$ cat config.mk
export PLATFORM = sky130hd
export DESIGN_NAME = xc20xx_clbse_ctrl_mux
export DESIGN_NICKNAME = d
export VERILOG_FILES = /design/src/rtl/xc20xx_clbse_pkg.sv /design/src/rtl/xc20xx_cfg_chain.sv /design/src/rtl/xc20xx_clbse_ctrl_mux.sv
export SDC_FILE = /design/constraint.sdc
export NUM_CORES = 1
export LEC_CHECK = 0
export BUFFER_PORTS_ARGS = -buffer_cell sky130_fd_sc_hd__buf_2
export CAP_MARGIN = 20
export CELL_PAD_IN_SITES_DETAIL_PLACEMENT = 1
export CELL_PAD_IN_SITES_GLOBAL_PLACEMENT = 2
export CORE_ASPECT_RATIO = 0.7
export CORE_UTILIZATION = 32
export CTS_BUF_LIST = sky130_fd_sc_hd__clkbuf_2
export DETAILED_ROUTE_END_ITERATION = 12
export GPL_TIMING_DRIVEN = 0
export PLACE_DENSITY_LB_ADDON = 0.1
export SYNTH_ARGS = -nofsm -noshare
export SYNTH_HDL_FRONTEND = slang
export SYNTH_HIERARCHICAL = 1
export SYNTH_SLANG_ARGS = --single-unit
$ cat constraint.sdc
create_clock -name CLK -period 0.9 [get_ports CLK]
set_input_delay 0.09 -clock CLK [delete_from_list [all_inputs] [get_ports CLK]]
set_output_delay 0.09 -clock CLK [all_outputs]
set_load 0.02 [all_outputs]
$ cat src/rtl/xc20xx_clbse_pkg.sv
// Shared codes and field layout for the XC20XX CLB storage-element control mux.
package xc20xx_clbse_pkg;

  localparam int unsigned CFG_BITS = 6;

  // Field bit offsets within the active configuration word.
  localparam int unsigned CLKIN_LSB  = 0;
  localparam int unsigned CLKPOL_LSB = 2;
  localparam int unsigned RMUX_LSB   = 4;

  localparam logic [1:0] CLKIN_GND = 2'b00;
  localparam logic [1:0] CLKIN_K   = 2'b01;
  localparam logic [1:0] CLKIN_C   = 2'b10;
  localparam logic [1:0] CLKIN_G   = 2'b11;

  localparam logic [1:0] POL_GND  = 2'b00;
  localparam logic [1:0] POL_TRUE = 2'b01;
  localparam logic [1:0] POL_INV  = 2'b10;

  localparam logic [1:0] R_GND = 2'b00;
  localparam logic [1:0] R_D   = 2'b01;
  localparam logic [1:0] R_G   = 2'b10;

endpackage

$ cat src/rtl/xc20xx_cfg_chain.sv
// Serial configuration chain: shadow shift register, committed active word and valid flag.
// Readback on dout_o is present only when XC20XX_CLBSE_CFG_READBACK_EN is defined.
module xc20xx_cfg_chain
  import xc20xx_clbse_pkg::*;
(
  input  logic                clk_i,
  input  logic                rst_ni,
  input  logic                din_i,
  input  logic                shift_i,
  input  logic                load_i,
  output logic [CFG_BITS-1:0] active_o,
  output logic                valid_o,
  output logic                dout_o
);

  logic [CFG_BITS-1:0] shadow_q, shadow_d;
  logic [CFG_BITS-1:0] active_q, active_d;
  logic                valid_q, valid_d;

  // Commit takes the pre-shift shadow, so shift and load on one edge compose cleanly.
  always_comb begin
    shadow_d = shadow_q;
    active_d = active_q;
    valid_d  = valid_q;
    if (shift_i) shadow_d = {din_i, shadow_q[CFG_BITS-1:1]};
    if (load_i) begin
      active_d = shadow_q;
      valid_d  = 1'b1;
    end
  end

  always_ff @(posedge clk_i or negedge rst_ni) begin
    if (!rst_ni) begin
      shadow_q <= '0;
      active_q <= '0;
      valid_q  <= 1'b0;
    end else begin
      shadow_q <= shadow_d;
      active_q <= active_d;
      valid_q  <= valid_d;
    end
  end

  assign active_o = active_q;
  assign valid_o  = valid_q;

`ifdef XC20XX_CLBSE_CFG_READBACK_EN
  assign dout_o = shadow_q[0];
`else
  assign dout_o = 1'b0;
`endif

endmodule

$ cat src/rtl/xc20xx_clbse_ctrl_mux.sv
// CLB storage-element control mux: clock source, clock polarity and reset source selection.
// Optional CFG_DOUT readback via XC20XX_CLBSE_CFG_READBACK_EN.
module xc20xx_clbse_ctrl_mux
  import xc20xx_clbse_pkg::*;
(
  input  logic CLK,
  input  logic RST_N,
  input  logic CFG_DIN,
  input  logic CFG_SHIFT,
  input  logic CFG_LOAD,
  output logic CFG_DOUT,
  output logic CFG_VALID,
  input  logic K,
  input  logic C,
  input  logic D,
  input  logic G,
  output logic CLK_SIG,
  output logic CLK_IN,
  output logic R_IN
);

  logic [CFG_BITS-1:0] active;
  logic [1:0]          clkin_sel, clkpol_sel, rmux_sel;

  xc20xx_cfg_chain u_cfg_chain (
    .clk_i    (CLK),
    .rst_ni   (RST_N),
    .din_i    (CFG_DIN),
    .shift_i  (CFG_SHIFT),
    .load_i   (CFG_LOAD),
    .active_o (active),
    .valid_o  (CFG_VALID),
    .dout_o   (CFG_DOUT)
  );

  assign clkin_sel  = active[CLKIN_LSB +: 2];
  assign clkpol_sel = active[CLKPOL_LSB +: 2];
  assign rmux_sel   = active[RMUX_LSB +: 2];

  always_comb begin
    CLK_SIG = 1'b0;
    case (clkin_sel)
      CLKIN_K: CLK_SIG = K;
      CLKIN_C: CLK_SIG = C;
      CLKIN_G: CLK_SIG = G;
      default: CLK_SIG = 1'b0;
    endcase
  end

  // Inverting a grounded source legitimately yields a constant-high clock.
  always_comb begin
    CLK_IN = 1'b0;
    case (clkpol_sel)
      POL_TRUE: CLK_IN = CLK_SIG;
      POL_INV:  CLK_IN = ~CLK_SIG;
      default:  CLK_IN = 1'b0;
    endcase
  end

  always_comb begin
    R_IN = 1'b0;
    case (rmux_sel)
      R_D:     R_IN = D;
      R_G:     R_IN = G;
      default: R_IN = 1'b0;
    endcase
  end

endmodule

# --- Word level (Yosys, flattened, before mapping) ---
# Index checks and enable logic that the tools add are counted.
totals:
  regBits: 13
  in_bits: 9
  out_inout_bits: 5
  wordCells: 14
op_classes:
  n_eq_ne: 7
  n_mux: 3
  bitwise_logic: 1
ops:
  columns: ["operator", "n"]
  rows:
  - ["2-bit == test, second input constant", 4]
  - ["2-bit by 1-bit == test with 1-bit output, second input constant", 3]
  - ["1-bit one-hot mux with 2 select lines", 2]
  - ["1-bit one-hot mux with 3 select lines", 1]
  - ["1-bit NOT", 1]

# --- Depth between registers and ports, before layout ---
# Gate-level depths: netlist (run 1).
depth:
  depth_word: 4
  ltp_mapped: 4

# --- By module ---
# The synthesis (run 1) kept the hierarchy.
by_module_without_submodules:
  columns: ["module", "n_inst", "cells_each", "area_per_inst_um2", "seq_area_each_um2"]
  rows:
  - ["xc20xx_cfg_chain", 1, 30, 545.5, 325.3]
  - ["xc20xx_clbse_ctrl_mux", 1, 12, 93.8, 0.0]

# --- Worst setup path after synthesis (run 1) ---
# Ideal clock, no wire load.
synth_timing:
  path_kind: "flip-flop to output port"
  start: "register u_cfg_chain.active_q[0] (netlist: u_cfg_chain/active_o[0])"
  end: "output CLK_IN"
  arrival_ns: 1.324
  setup_slack_ns: -0.514
  stages_incl_launch_ff: 4
  path_buffers: 0
  path_cell_list: "dfrtp_1 mux2i_1 mux2i_2 mux2i_1"
synth_via:
  elab_chain_len: 4
  elab_cells_between_ends: 6
  cone_classes: "eq/ne: 3; mux: 2; bitwise: 1"
synth_lines:
  columns: ["element", "line", "text"]
  rows:
  - ["start: declaration", "xc20xx_cfg_chain.sv:17", "logic [CFG_BITS-1:0] active_q, active_d;"]
  - ["start signal: assignment", "xc20xx_cfg_chain.sv:39", "active_q <= active_d;"]
  - ["2-bit == test / 2-bit by 1-bit == test with 1-bit output (equally long branches)", "xc20xx_clbse_ctrl_mux.sv:42", "case (clkin_sel)"]
  - ["1-bit one-hot mux with 3 select lines (*)", "xc20xx_clbse_ctrl_mux.sv:42", null]
  - ["net CLK_SIG", "xc20xx_clbse_ctrl_mux.sv:17", "output logic CLK_SIG,"]
  - ["1-bit NOT", "xc20xx_clbse_ctrl_mux.sv:55", "POL_INV: CLK_IN = ~CLK_SIG;"]
  - ["1-bit one-hot mux with 2 select lines (*)", "xc20xx_clbse_ctrl_mux.sv:53", "case (clkpol_sel)"]
  - ["end: declaration", "xc20xx_clbse_ctrl_mux.sv:18", "output logic CLK_IN,"]
# The timed path passes the listed nets; every way through them passes the cells marked *.

# --- Final worst setup path (run 1) ---
layout_timing:
  start: "register u_cfg_chain.active_q[0] (netlist: u_cfg_chain/active_o[0])"
  end: "output CLK_IN"
layout_via:
  elab_chain_len: 4
  elab_cells_between_ends: 6
  cone_classes: "eq/ne: 3; mux: 2; bitwise: 1"
layout_lines:
  columns: ["element", "line"]
  rows:
  - ["2-bit == test / 2-bit by 1-bit == test with 1-bit output (equally long branches)", "xc20xx_clbse_ctrl_mux.sv:42"]
  - ["1-bit one-hot mux with 3 select lines (*)", "xc20xx_clbse_ctrl_mux.sv:42"]
  - ["1-bit NOT", "xc20xx_clbse_ctrl_mux.sv:55"]
  - ["1-bit one-hot mux with 2 select lines (*)", "xc20xx_clbse_ctrl_mux.sv:53"]
# Every way passes the cells marked *; elsewhere a longest branch is shown, timed or not.

==> results.cfg, run 1 <==
[hold_path]
min_path_cells = 2
min_path_type = in2reg

[finish]
layout.cells.non_filler = 83
drive_above_1_share_pct = 63.93
area_delta_synth_final_pct = 28.18
antenna_cells = 0
nets = 73
fin_util_pct = 43.81

[critical_path]
cp.required_ps = 810
cpMaxStageDelayCell = dfrtp_1
cpPeakStageDelay_ps = 430
arrival_ps = 1470
worstSetupEndpointType = output port
path_cells = mux2i_1 > mux2i_2 > mux2i_2 > buf_4
reg2regPathDepth = 2
crit_type = reg2out
worst-path-max-fanout = 3
cp_common_cell = mux2i_2
worstSetupStartpointType = flip-flop

[grt]
antenna_found_initial = 0
grt_pass1_wl_um = 1780
grt.total_usage_pct = 11.09
grt_max_degree = 14
grt_overflow = 0
first_global_vias = 402

[job]
drv_cap = 0

[timing]
fin_skew_ps = 14.96
fin_tns_setup_ps = -1644
slew_viol_final = 0
setup_viol = 6
rsz0062_at_grt = yes
worst_slack_ps = -657.3
fin_crit_sh_pct = 173.0
min_period_ps = 1557
max_freq_mhz = 642.1
finalHoldViolations = 0

[yosys]
postSynthCellCount = 42
ys.flop_type = dfrtp_1
synth_commonest_cells = dfrtp_1, mux2_4
netlist.area_leader.share_pct = 50.88
synth_compound_area_share_pct = 1.174
synth-simple-area-share_pct = 4.110
yosys_warnings = 6
synthXorXnorAreaFrac_pct = 0
synth.mux.area_fraction_pct = 33.46
async_reset_ff_share_pct = 100.0
synth_area_leaders = dfrtp_1, mux2_4, ha_1
yosys.area.top_type = dfrtp_1
synth-edff-count = 0
synth_fa_ha_area_share_pct = 3.914
synth.cell_area_um2 = 639.4
yosysSeqAreaShare_pct = 50.88
syn_area_per_cell_um2 = 15.22
synth_top_family_by_area = multiplexers
synth_seq_cells = 13
synth.most_common_cell = dfrtp_1
yosys.cell_types.count = 14
synthesis.nets = 53

[power_and_ir_drop]
total_power_uw = 1784
switching_share_pct = 30.00
p_int_uw = 1249
p_leak_uw = 0.0004058
power.clock.fraction_pct = 16.2
power_frac_comb_pct = 37.3
switching_power_uw = 535.1
power_density_nw_per_um2 = 2176
seqPwrFrac_pct = 46.5
vdd_drop_max_mv = 1.051

[placed_design]
portBuffers = 10
dp.cells = 74
gp_congestion = 0.6624
dpl.hpwl_um = 820.5
place_ws_ps = -393.8

[status]
violations = negative setup slack
run_status = complete, but fails checks

[detailed_routing]
ant_nets = 0
vias = 376
wl_met1_um = 496
finalWirelength_um = 1030
vias_per_cell = 4.530
highest_layer = met3
drt_pass1_iterations = 2
wl_met2_um = 483
remaining_drc_errors = 0
route.detailed.wl_per_inst_um = 12.41
met3_length_um = 49
first_iter_violations = 4

[die]
fp.dieArea_um2 = 2184
std_cell_rows = 13
fp.dieW_um = 55.43
fp.dieH_um = 39.40
core_um2 = 1871
ios = 14
start_util_pct = 34.18

[cts]
clkSinkCount = 13
clk_pin_slew_ps = 140
cts_made_buffers = 3
clock_path_buffers = 2
cts_max_level = 1
cts_tree = done
insertion_delay_ps = 270
root_buffer = clkbuf_2
==> state kept, by name, indices dropped and copies added, names as in the netlist <==
| name | cells |
|---|---|
| u_cfg_chain/active_o | 6 |
| u_cfg_chain/valid_o | 1 |
| u_cfg_chain/shadow_q | 6 |
==> power groups by stage <==
stage | Clock [uW] | Combinational (uW) | Sequential (uW)
4_1_cts | 298 | 667 | 832
5_1_grt | 321 | 716 | 853
6_report | 288 | 666 | 829
3_3_place_gp | 0 | 519 | 836
2_1_floorplan | 0 | 445 | 805
3_5_place_dp | 0 | 546 | 850
==> final timing paths <==
| path | from | end | slack [ps] |
|---|---|---|---|
| setup / recovery | u_cfg_chain/active_o[0]$_DFFE_PN0P_ | CLK_IN | -660 |
| hold / removal | CFG_DIN | u_cfg_chain/shadow_q[5]$_DFFE_PN0P_ | 60 |
| setup reg to reg | u_cfg_chain/active_o[0]$_DFFE_PN0P_ | u_cfg_chain/active_o[0]$_DFFE_PN0P_ | -30 |
| hold reg to reg | u_cfg_chain/valid_o$_DFFE_PN0P_ | u_cfg_chain/valid_o$_DFFE_PN0P_ | 510 |
| max in group asynchronous | RST_N | u_cfg_chain/shadow_q[4]$_DFFE_PN0P_ | 440 |
| min in group asynchronous | RST_N | u_cfg_chain/shadow_q[0]$_DFFE_PN0P_ | 230 |
==> layout make-up <==
class	instances	area (um^2)
sequential	13	325.3
buffer	3	30.03
clock inverter	1	5.005
fill	195	1051
multi-input combinational	24	297.8
inverter	2	7.507
timing repair buffer	15	111.4
clock buffer	3	15.01
tap	22	27.53
==> worst max-delay path: cells and delay by family (launching register included) <==
kind                   cells  cell delay, ps
buffers and inverters      1             170
muxes                      3             610
DFF                        1             430
==> stage by stage <==
| stage | instance area [um^2] | hold slack [ps] |
|---|---|---|
| 2_1_floorplan | 655.6 | -205.6 |
| 3_3_place_gp | 733.2 | -20.02 |
| 3_5_place_dp | 733.2 | -9.643 |
| 4_1_cts | 809.5 | 52.03 |
| 5_1_grt | 819.5 | 51.39 |
| 6_report | 819.5 | 60.15 |
==> timing repair <==
item,in CTS,in global routing
hold endpoints to repair,13,0
endpoints found under the setup margin,4,6
pin swaps,2,1
setup buffers,3,1
hold buffers,1,0
gates resized for setup,8,1
==> layout by cell type, fill, tap and decap left out, drive strengths merged <==
cell type,count
clkbuf,3
inv,2
mux2i,3
mux2,12
buf,17
ha,2
conb,1
nand2b,2
dlygate4sd3,1
clkinv,1
or2,1
nand2,1
nor2,1
a22oi,1
dfrtp,13
==> cells by family after synthesis <==
| kind of cell | count (synthesis) |
|---|---|
| and+or+nand+nor | 5 |
| AOI/OAI and AO/OA | 1 |
| buffers and inverters | 5 |
| muxes | 15 |
| adders and majority gates | 2 |
| other | 1 |
| DFF | 13 |
==> routing by layer <==
metal | vias up | GRT usage, %
li1 | 177 | -
met1 | 187 | 14.11
met2 | 12 | 18.07
met3 | 0 | 1.650
met4 | 0 | 7.500
met5 | - | 0
(Power assumes the default switching activity.)
==> inputs of run 2 (changes only) <==
- clock period: 0.9 -> 1.6 ns (I/O delays scaled with it)
==> run 2 against run 1 <==
  * The flow now finishes without violations
  * Count of clock-buffer cells in the layout did not move
  * Combinational power shrank 53%
  * First-iteration DRC count is the same
  * Critical path type unchanged
  * Die area unchanged
  * Sequential share of layout area up 2.9 points
  * Power shrank 47%
  * Non-clock buffer count is 2 lower
  * Setup slack improved by 700 ps
  * Cell area down 6.7%
==> results.cfg, run 2 (synthesis results as in run 1) <==
[placed_design]
dpl.hpwl_um = 840.8
portBuffers = 10
gp_congestion = 0.6106

[finish]
regArea_um2 = 325.3
multi_input_area_um2 = 276.5
drive_above_1_share_pct = 54.24
fill_cells = 192
antenna_cells = 0
nets = 71
area_delta_synth_final_pct = 19.57
layout_commonest_cell = dfrtp_1
fin_util_pct = 40.87
mostFrequentLayoutCells = dfrtp_1, mux2_4, buf_2, buf_4, clkbuf_2

[cts]
cts_max_level = 1
insertion_delay_ps = 260
clk_pin_slew_ps = 130
clock_path_buffers = 2
cts_tree = done
clkSinkCount = 13
cts_made_buffers = 3
root_buffer = clkbuf_2

[critical_path]
r2r_end = u_cfg_chain/active_o[0]$_DFFE_PN0P_
path_cells = mux2i_1 > mux2i_2 > mux2i_1 > buf_4
worstSetupEndpointType = output port
worst-path-max-fanout = 3
worstReg2RegStart = u_cfg_chain/active_o[0]$_DFFE_PN0P_
arrival_ps = 1400
cpMaxStageDelayCell = dfrtp_1
rrSetupSlack_ps = 680
crit_type = reg2out
cpPeakStageDelay_ps = 430
cp.required_ps = 1440
reg2regPathDepth = 2
cp_common_cell = mux2i_1
worstSetupStartpointType = flip-flop

[timing]
min_period_ps = 1562
rsz0062_at_grt = yes
max_freq_mhz = 640.4
fin_skew_ps = 3.054
fin_tns_setup_ps = 0
slew_viol_final = 0
setup_viol = 0
fin_crit_sh_pct = 97.60
finalHoldViolations = 0

[grt]
grt_max_degree = 14
grt.total_usage_pct = 10.85
antenna_found_initial = 0
first_global_vias = 376
grt_pass1_wl_um = 1676
grt_overflow = 0

[power_and_ir_drop]
p_leak_uw = 0.0003929
total_power_uw = 946.5
power_density_nw_per_um2 = 1238
vdd_drop_max_mv = 0.5543

[hold_path]
min-delay-start = CFG_DIN
hold-path-endpoint = u_cfg_chain/shadow_q[5]$_DFFE_PN0P_
min_path_cells = 2
min_path_type = in2reg

[die]
fp.dieArea_um2 = 2184
start_util_pct = 34.18
core_um2 = 1871
ios = 14
fp.dieW_um = 55.43
fp.dieH_um = 39.40
std_cell_rows = 13

[detailed_routing]
vias = 368
remaining_drc_errors = 0
finalWirelength_um = 1097
route.detailed.wl_per_inst_um = 13.54
vias_per_cell = 4.543
first_iter_violations = 4
drt_pass1_iterations = 4
ant_nets = 0

[job]
drv_cap = 0

[status]
run_status = complete, no violations
-- run 2: repair_timing --
item / CTS / global route
hold endpoints to repair: 13 / 0
setup buffers: 2 / 0
hold buffers: 1 / 0
resized for setup: 1 / 0
endpoints found under the setup margin: 1 / 1
-- run 2: report_power, final --
| part | switching, uW | leakage (uW) | internal [uW] |
|---|---|---|---|
| clock | 109 | 0.0000164 | 56.6 |
| sequential | 65.6 | 0.000150 | 402 |
| combinational | 113 | 0.000226 | 200 |
-- run 2: cell type report --
type	count	share of cell area (%)
clock inverters	1	0.6547
multi-input cells	24	36.17
inverters	2	0.9820
flip-flops and latches	13	42.55
plain buffers	3	3.928
clock buffers	3	1.964
well taps	22	3.601
repair buffers	13	10.15
-- run 2: worst max-delay path: cells and delay by family (launching register included) --
family,cells,cell delay [ps]
buf+inv,1,160
flops,1,430
mux,3,550
-- run 2: worst max-delay path by stage --
| stage | cells past startpoint | slack (ps) | end | from |
|---|---|---|---|---|
| global route | 4 | -60 | CLK_IN | u_cfg_chain/active_o[0]$_DFFE_PN0P_ |
| global placement | 4 | 370 | CLK_IN | u_cfg_chain/active_o[0]$_DFFE_PN0P_ |
| floorplan | 3 | 120 | CLK_IN | u_cfg_chain/active_o[0]$_DFFE_PN0P_ |
| detailed placement | 4 | 290 | CLK_IN | u_cfg_chain/active_o[0]$_DFFE_PN0P_ |
| CTS | 4 | -0.09 | CLK_IN | u_cfg_chain/active_o[0]$_DFFE_PN0P_ |
| finish | 4 | 40 | CLK_IN | u_cfg_chain/active_o[0]$_DFFE_PN0P_ |
-- run 2: per-layer routing --
metal / GRT usage [%] / vias up / share of wire [%]
li1: - / 174 / -
met1: 13.68 / 182 / 46
met5: 0 / - / 0
met2: 18.07 / 12 / 49
met4: 7.500 / 0 / 0
met3: 1.320 / 0 / 5.0
-- run 2: metrics by stage --
stage                     hold WS [ps]  cells  setup WS [ps]  area [um^2]
final                            116.7     81          38.48        764.5
after global routing             100.7     81         -58.93        764.5
after CTS                        107.0     81       -0.08848        764.5
after detailed placement         58.49     74          292.1        716.9
after global placement           47.93     74          372.6        716.9
after floorplan                 -135.6     42          115.6        639.4
